## config.mk

```make
export PLATFORM = sky130hd
export DESIGN_NAME = mem_port_arbiter
export DESIGN_NICKNAME = d
export VERILOG_FILES = /design/src/rtl/cpu_pkg.sv /design/src/rtl/mem_port_arbiter_rr_arb2.sv /design/src/rtl/mem_port_arbiter.sv
export SDC_FILE = /design/constraint.sdc
export NUM_CORES = 1
export LEC_CHECK = 0
export ABC_AREA = 1
export CORE_AREA = 4 4 100 64
export DETAILED_ROUTE_END_ITERATION = 10
export DIE_AREA = 0 0 104 68
export GPL_TIMING_DRIVEN = 0
export PLACE_DENSITY = 0.73
export SYNTH_ARGS = -nofsm -noshare
export SYNTH_HDL_FRONTEND = slang
export SYNTH_HIERARCHICAL = 1
export SYNTH_SLANG_ARGS = --single-unit
```

## constraint.sdc

```tcl
create_clock -name clk -period 1.5 [get_ports clk]
set_clock_uncertainty 0.05 [all_clocks]
set_input_delay 0.3 -clock clk [delete_from_list [all_inputs] [get_ports clk]]
set_output_delay 0.3 -clock clk [all_outputs]
set_load 0.01 [all_outputs]
```

## src/rtl/cpu_pkg.sv

```systemverilog
// Shared definitions for the controller, IR fetch and memory port arbiter.
// Holds the common address/data widths and the arbiter state encoding.
package cpu_pkg;

    localparam int CPU_AW = 8;
    localparam int CPU_DW = 8;

    typedef enum logic [1:0] {
        ST_IDLE  = 2'b00,
        ST_ISSUE = 2'b01,
        ST_WAIT  = 2'b10,
        ST_RESP  = 2'b11
    } state_t;

endpackage

```

## src/rtl/mem_port_arbiter_rr_arb2.sv

```systemverilog
// Two-input round-robin pick: on a tie the port that did not win last time is chosen.
// Combinational, zero latency; no backpressure (grant is a pure function of req).
// Grant is one-hot, or zero when nothing is requesting.
module rr_arb2 (
    input  logic [1:0] req,
    input  logic       last_grant,
    output logic [1:0] grant
);

    always_comb begin
        grant = 2'b00;
        case (req)
            2'b01:   grant = 2'b01;
            2'b10:   grant = 2'b10;
            2'b11:   grant = last_grant ? 2'b01 : 2'b10;
            default: grant = 2'b00;
        endcase
    end

endmodule

```

## src/rtl/mem_port_arbiter.sv

```systemverilog
// Shares one single-port memory between CPU fetch (port 0) and loader/debug (port 1).
// Latency: gnt/mem_en one cycle after the request edge, read rvalid MEM_LAT+2 cycles after it.
// Backpressure: requesters hold req until gnt; req is only sampled in IDLE, one access in flight.
module mem_port_arbiter
    import cpu_pkg::*;
#(
    parameter int AW      = CPU_AW,
    parameter int DW      = CPU_DW,
    parameter int MEM_LAT = 2
) (
    input  logic          clk,
    input  logic          reset,

    input  logic          m0_req,
    input  logic          m0_we,
    input  logic [AW-1:0] m0_addr,
    input  logic [DW-1:0] m0_wdata,
    output logic          m0_gnt,
    output logic          m0_rvalid,
    output logic [DW-1:0] m0_rdata,

    input  logic          m1_req,
    input  logic          m1_we,
    input  logic [AW-1:0] m1_addr,
    input  logic [DW-1:0] m1_wdata,
    output logic          m1_gnt,
    output logic          m1_rvalid,
    output logic [DW-1:0] m1_rdata,

    output logic          mem_en,
    output logic          mem_we,
    output logic [AW-1:0] mem_addr,
    output logic [DW-1:0] mem_wdata,
    input  logic [DW-1:0] mem_rdata,

    output logic          busy
);

    localparam int CW = $clog2(MEM_LAT + 1);

    state_t        state;
    logic          last_grant;
    logic          owner;
    logic [CW-1:0] cnt;
    logic [1:0]    grant;

    rr_arb2 u_rr_arb2 (
        .req        ({m1_req, m0_req}),
        .last_grant (last_grant),
        .grant      (grant)
    );

    // mem_we/addr/wdata double as the latched request; they hold until the next grant.
    always_ff @(posedge clk or negedge reset) begin
        if (!reset) begin
            state      <= ST_IDLE;
            last_grant <= 1'b1;
            owner      <= 1'b0;
            cnt        <= '0;
            m0_gnt     <= 1'b0;
            m1_gnt     <= 1'b0;
            m0_rvalid  <= 1'b0;
            m1_rvalid  <= 1'b0;
            m0_rdata   <= '0;
            m1_rdata   <= '0;
            mem_en     <= 1'b0;
            mem_we     <= 1'b0;
            mem_addr   <= '0;
            mem_wdata  <= '0;
            busy       <= 1'b0;
        end else begin
            m0_gnt    <= 1'b0;
            m1_gnt    <= 1'b0;
            m0_rvalid <= 1'b0;
            m1_rvalid <= 1'b0;
            mem_en    <= 1'b0;

            case (state)
                ST_IDLE: begin
                    if (grant != 2'b00) begin
                        owner      <= grant[1];
                        last_grant <= grant[1];
                        m0_gnt     <= grant[0];
                        m1_gnt     <= grant[1];
                        mem_en     <= 1'b1;
                        mem_we     <= grant[1] ? m1_we    : m0_we;
                        mem_addr   <= grant[1] ? m1_addr  : m0_addr;
                        mem_wdata  <= grant[1] ? m1_wdata : m0_wdata;
                        busy       <= 1'b1;
                        state      <= ST_ISSUE;
                    end
                end

                ST_ISSUE: begin
                    if (mem_we) begin
                        busy  <= 1'b0;
                        state <= ST_IDLE;
                    end else begin
                        cnt   <= CW'(MEM_LAT);
                        state <= ST_WAIT;
                    end
                end

                ST_WAIT: begin
                    if (cnt == CW'(1)) begin
                        if (owner) begin
                            m1_rdata  <= mem_rdata;
                            m1_rvalid <= 1'b1;
                        end else begin
                            m0_rdata  <= mem_rdata;
                            m0_rvalid <= 1'b1;
                        end
                        state <= ST_RESP;
                    end else begin
                        cnt <= cnt - CW'(1);
                    end
                end

                ST_RESP: begin
                    busy  <= 1'b0;
                    state <= ST_IDLE;
                end

                default: begin
                    busy  <= 1'b0;
                    state <= ST_IDLE;
                end
            endcase
        end
    end

endmodule

```

# [Word level (Yosys, flattened, before mapping)]
# Cells that the tools add are included.
[op_classes] n_addsub=1 multipliers=0 n_div=0 order_cmp=0 eq_ne=12 n_shift=0 muxes=27 bitwise=1 n_reduce_logical=10
[op_table] op="8-bit two-way mux" n=2
[op_table] op="1-bit two-way mux" n=15
[op_table] op="2-bit two-way mux" n=6
[op_table] op="3-bit AND reduction" n=4
[op_table] op="2-bit != test (second input constant)" n=5
[op_table] op="2-bit equality test (second input constant)" n=4
[op_table] op="2-bit one-hot mux with 4 select lines" n=1
[op_table] op="2-bit by 1-bit equality test with 1-bit output (second input constant)" n=3
[op_table] op="2-bit one-hot mux with 3 select lines" n=1
[op_table] op="2-bit one-hot mux with 2 select lines" n=1
[op_table] op="2-bit AND reduction" n=2
[op_table] op="2-bit nonzero test" n=2
[op_table] op="1-bit one-hot mux with 3 select lines" n=1
[op_table] op="3-bit nonzero test" n=1
[op_table] op="2-bit zero test" n=1
[op_table] op="2-bit by 1-bit subtractor with 2-bit output (second input constant)" n=1
[op_table] op="1-bit NOT" n=1
[totals] register_bits=45 latchBits=0 ram_bits=0 mem_bits_ro=0 wordCells=66 memories=0

# [Longest topological paths before layout]
[logic_depth] ltp_word=5 ltp_mapped=9

# [Cells and area by module]
# Netlist, hierarchy kept.
[modules_own_cells] mod="mem_port_arbiter" n_inst=1 cells_per_inst=237 area_per_inst_um2=2114.5 seq_area_each_um2=1127.3
[modules_own_cells] mod="rr_arb2" n_inst=1 cells_per_inst=5 area_per_inst_um2=21.3 seq_area_each_um2=0.0

# [Worst setup path before layout]
# OpenSTA, ideal clock, no wires.
[synth_timing] path_kind="flip-flop to flip-flop" from="register last_grant" to="register busy" t_arrival_ps=1229 required_time_ps=1333 setup_slack_ps=105 stages_incl_launch_ff=8 path_buffers=2 synth_period_minus_slack_ps=1395 path_cell_list="dfstp_2 a21oi_1 buf_2 nor2_4 nor2_8 inv_4 buf_12 nand2_1"
[synth_via] elab_chain_len=5
[synth_rtl] element="start: declaration" line="mem_port_arbiter.sv:42" text="logic last_grant;"
[synth_rtl] element="start signal: assignment" line="mem_port_arbiter.sv:82" text="last_grant <= grant[1];"
[synth_rtl] element="2-bit two-way mux" line="mem_port_arbiter_rr_arb2.sv:15" text="2'b11: grant = last_grant ? 2'b01 : 2'b10;"
[synth_rtl] element="2-bit one-hot mux with 3 select lines" line="mem_port_arbiter_rr_arb2.sv:12" text="case (req)"
[synth_rtl] element="net grant[1]" line="mem_port_arbiter.sv:45" text="logic [1:0] grant;"
[synth_rtl] element="2-bit nonzero test" line="mem_port_arbiter.sv:80" text="if (grant != 2'b00) begin"
[synth_rtl] element="2-bit != test (no source line)"
[synth_rtl] element="3-bit AND reduction (no source line)"
[synth_rtl] element="end signal: assignment" line="mem_port_arbiter.sv:70" text="busy <= 1'b0;"
[synth_rtl] element="end signal: assignment" line="mem_port_arbiter.sv:89" text="busy <= 1'b1;"
[synth_rtl] element="end signal: assignment" line="mem_port_arbiter.sv:96" text="busy <= 1'b0;"
[synth_rtl] element="end: declaration" line="mem_port_arbiter.sv:36" text="output logic busy"
# The timed path passes the listed nets, and every way through them passes these cells.
# A chain may end at the register's enable or synchronous reset.

# [Worst setup path in the final report]
[layout_timing] from="register last_grant" to="register state[0]"
[layout_via] elab_chain_len=5
[layout_rtl] element="2-bit two-way mux" line="mem_port_arbiter_rr_arb2.sv:15"
[layout_rtl] element="2-bit one-hot mux with 3 select lines" line="mem_port_arbiter_rr_arb2.sv:12"
[layout_rtl] element="net grant[1]" line="mem_port_arbiter.sv:45"
[layout_rtl] element="2-bit nonzero test" line="mem_port_arbiter.sv:80"
[layout_rtl] element="2-bit != test (no source line)"
[layout_rtl] element="2-bit AND reduction (no source line)"
[layout_rtl] element="end signal: assignment" line="mem_port_arbiter.sv:90" text="state <= ST_ISSUE;"
[layout_rtl] element="end signal: assignment" line="mem_port_arbiter.sv:97" text="state <= ST_IDLE;"
[layout_rtl] element="end signal: assignment" line="mem_port_arbiter.sv:100" text="state <= ST_WAIT;"
[layout_rtl] element="end: declaration" line="mem_port_arbiter.sv:41" text="state_t state;"
# The timed path passes the listed nets, and every way through them passes these cells.

==> impl_metrics.csv <==
group,metric,value,unit
critical_path,worstSetupStartpointType,"flip-flop",
finish,area_growth,50.26,%
synthesis,synth_enable_flop_cells,0,
synthesis,synth.ff_latch_count,45,
floorplanning,floorplan.die.width,104,um
global_route,via_count_of_the_first_global_routing_pass,1911,
floorplanning,floorplan.die_area,7072,um2
run,cap_violations,0,
cts,cts-htree-levels,2,
cts,numClockSinks,45,
floorplanning,floorplan.rows,21,
critical_path,crit_path_max_incr_delay,0.56,ns
critical_path,timing_worst_setup_path_type,"flip-flop to flip-flop",
power,power_density,1755,nW/um2
synthesis,dominant_cell_type_by_area_after_synthesis,"dfrtp_1",
routing,routed_wl,5.094,mm
synthesis,synth_sequential_area_ratio,52.78,%
finish,nets,388,
sta,hold_slack,0.3788,ns
sta,rsz0062_at_grt,"yes",
sta,finalSetupViolations,0,
cts,cts_tree,"done",
sta,final_min_period_over_clock_period,95.39,%
sta,layout_min_cycle_time,1.431,ns
routing,wl_per_cell,12.45,um
synthesis,yosys_warn_count,6,
global_route,globalRoute.totalOverflow,0,
global_route,globalRouteTotalUtil,15.24,%
finish,final_area,3209,um2
placed_design,buffer_ports.inserted,84,
finish,share_of_cells_above_drive_strength_1,17.65,%
global_route,grt_start_max_net_pins,30,
routing,post_drt_via_cell_ratio,4.403,
routing,detail_route.iter0.violations,37,
finish,final.fill_count,510,
critical_path,critical_path.endpoint_type,"flip-flop",
routing,detailroute.via_count,1801,
cts,clk_pin_slew,0.08,ns
critical_path,timing.critical_path.required,1.63,ns
global_route,grt_first_pass_wirelength,8.576,mm
synthesis,synth_most_common_cell,"nand2_1",
sta,max_slew.worst_pin.slew,0.4310,ns
synthesis,ys_top_cells_by_area,"dfrtp_1, nand2_1, o21ai_2, inv_1, o21ai_0",
critical_path,cpMaxStageDelayCell,"dfstp_2",
floorplanning,floorplan.initialDensity,39.08,%
sta,maxClockFrequency,698.9,MHz
critical_path,cp.arrival,1.56,ns
cts,numCtsBuffers,5,
routing,drtPass1Iterations,4,
outcome,outcome,"finished, final reports clean",
placed_design,postPlaceCellArea,3078,um2
finish,multi_input_comb_area,794.5,um2
floorplanning,design.portCount,85,
synthesis,syn_nets,290,
synthesis,netlist.area_leader.share,51.55,%
floorplanning,die_height,68,um
sta,timing.max_slew.rel_slack,71.27,%
synthesis,share_of_synthesized_flip_flops_with_an_asynchronous_set_or_reset,100.0,%
floorplanning,core-area,5465,um2
min_path,worst_min_path_class,"input port to flip-flop",
finish,layout.area.seq,1127,um2
synthesis,post_synth_num_cell_types,24,
synthesis,most_used_flip_flop_cell_after_synthesis,"dfrtp_1",
power,static-leakage-power,1.707,nW
cts,clk_latency,0.29,ns
power,max-vdd-ir-drop,0.0006197,V
synthesis,list_of_most_frequent_post_synthesis_cells,"nand2_1, dfrtp_1, inv_1",
routing,drtAntennaViolNets,0,
global_route,antenna_found_initial,0,
routing,post-route-drc-count,0,
sta,hold_violations,0,
placed_design,place.gp.congestion,0.7363,
synthesis,average_footprint_of_a_synthesized_cell,8.826,um2
cts,cts.root.buffer_cell,"clkbuf_8",
cts,cts_buffer_depth,2,
critical_path,peak_fanout_along_the_critical_path,10,
synthesis,synth.cell_area,2136,um2
finish,diodes,0,
critical_path,crit_path_cell_trace,"a21oi_1 > buf_4 > nor2_4 > nor2_8 > inv_8 > buf_12 > nand2_1",
synthesis,netlist_instances,242,
placed_design,hpwl,4.046,mm
sta,finalMaxSlewViolations,0,
[power breakdown]
part	leakage [nW]	internal, mW	switching [mW]
combinational	1.11	1.23	1.42
sequential	0.546	1.79	0.329
clock	0.0540	0.484	0.383
total	1.71	3.50	2.13
[critical path, delay by kind of cell (launching register included)]
family | cells | cell delay [ns]
DFF | 1 | 0.56
buffers and inverters | 3 | 0.38
and+or+nand+nor | 3 | 0.27
AOI/OAI and AO/OA | 1 | 0.06
[routing by layer]
metal | routed length [um] | part of all wire (%) | track usage [%] | vias to the layer above
met2 | 2284 | 45 | 25.57 | 50
met5 | 0 | 0 | 0 | -
met4 | 12 | 0.24 | 3.151 | 0
met3 | 479 | 9.4 | 6.880 | 2
met1 | 2317 | 45 | 18.50 | 818
li1 | - | - | - | 931
[cells by family after synthesis]
| kind of cell | synth area share [%] |
|---|---|
| AO/OA/AOI/OAI | 11.48 |
| adder cells (fa/ha/maj) | 1.171 |
| buffers and inverters | 10.37 |
| flip-flops | 52.78 |
| AND/OR/NAND/NOR | 24.19 |
[placed cells by master (no fill, tap or decap), types with 2 or more instances in the layout]
| master | instances |
|---|---|
| buf_12 | 2 |
| buf_4 | 6 |
| buf_6 | 4 |
| clkbuf_4 | 3 |
| clkbuf_8 | 5 |
| clkdlybuf4s50_1 | 42 |
| dfrtp_1 | 44 |
| dlygate4sd2_1 | 39 |
| dlymetal6s2s_1 | 2 |
| ha_1 | 2 |
| inv_1 | 33 |
| inv_2 | 2 |
| nand2_1 | 89 |
| nand2_2 | 9 |
| nand3_1 | 4 |
| nand3_4 | 2 |
| nor2_4 | 2 |
| nor3_1 | 2 |
| o21ai_0 | 15 |
| o21ai_1 | 5 |
| o21ai_2 | 16 |
[final timing paths]
kind / from / to / slack (ns) / depth (start not counted)
hold / removal: m0_req / m0_gnt / 0.38 / 5
setup / recovery: last_grant / state[0] / 0.07 / 7
min in group asynchronous: reset / mem_wdata[0] / 0.44 / 2
max in group asynchronous: reset / busy / 0.48 / 3
setup reg to reg: last_grant / state[0] / 0.07 / 7
hold reg to reg: mem_addr[5] / mem_addr[5] / 0.42 / 2
[repair_timing]
action / in CTS / in global routing
hold buffers: 1 / 0
gates resized for setup: 42 / 12
setup buffers: 2 / 3
cloned: 0 / 0
pin swaps: 1 / 4
endpoints found under the hold margin: 15 / 0
setup endpoints to repair: 61 / 19
[flip-flops by register name, indices dropped and copies added (netlist names), 2 cells and up, named ones only]
name,flops
cnt,2
m0_rdata,8
mem_addr,8
mem_wdata,8
m1_rdata,8
[stage by stage]
step | setup TNS [ns] | setup slack (ns) | util (%) | instances | power [mW]
floorplan | 0 | 0.1045 | - | 242 | 3.651
detailed placement | -9.903 | -0.5816 | 56.32 | 396 | 5.102
global placement | -60.15 | -1.149 | 56.04 | 395 | 5.014
finish | 0 | 0.06921 | 58.72 | 409 | 5.632
CTS | 0 | 0.01221 | 57.90 | 406 | 5.660
global route | -0.004720 | -0.004720 | 58.72 | 409 | 6.127
[final cells by class]
class	instances	area share [%]
sequential	45	35.13
timing repair buffer	91	26.78
multi-input combinational	152	24.76
inverter	36	4.444
buffer	9	2.963
tap	69	2.690
clock buffer	5	2.144
clock inverter	2	1.092
Power figures use the tool's default switching activity.
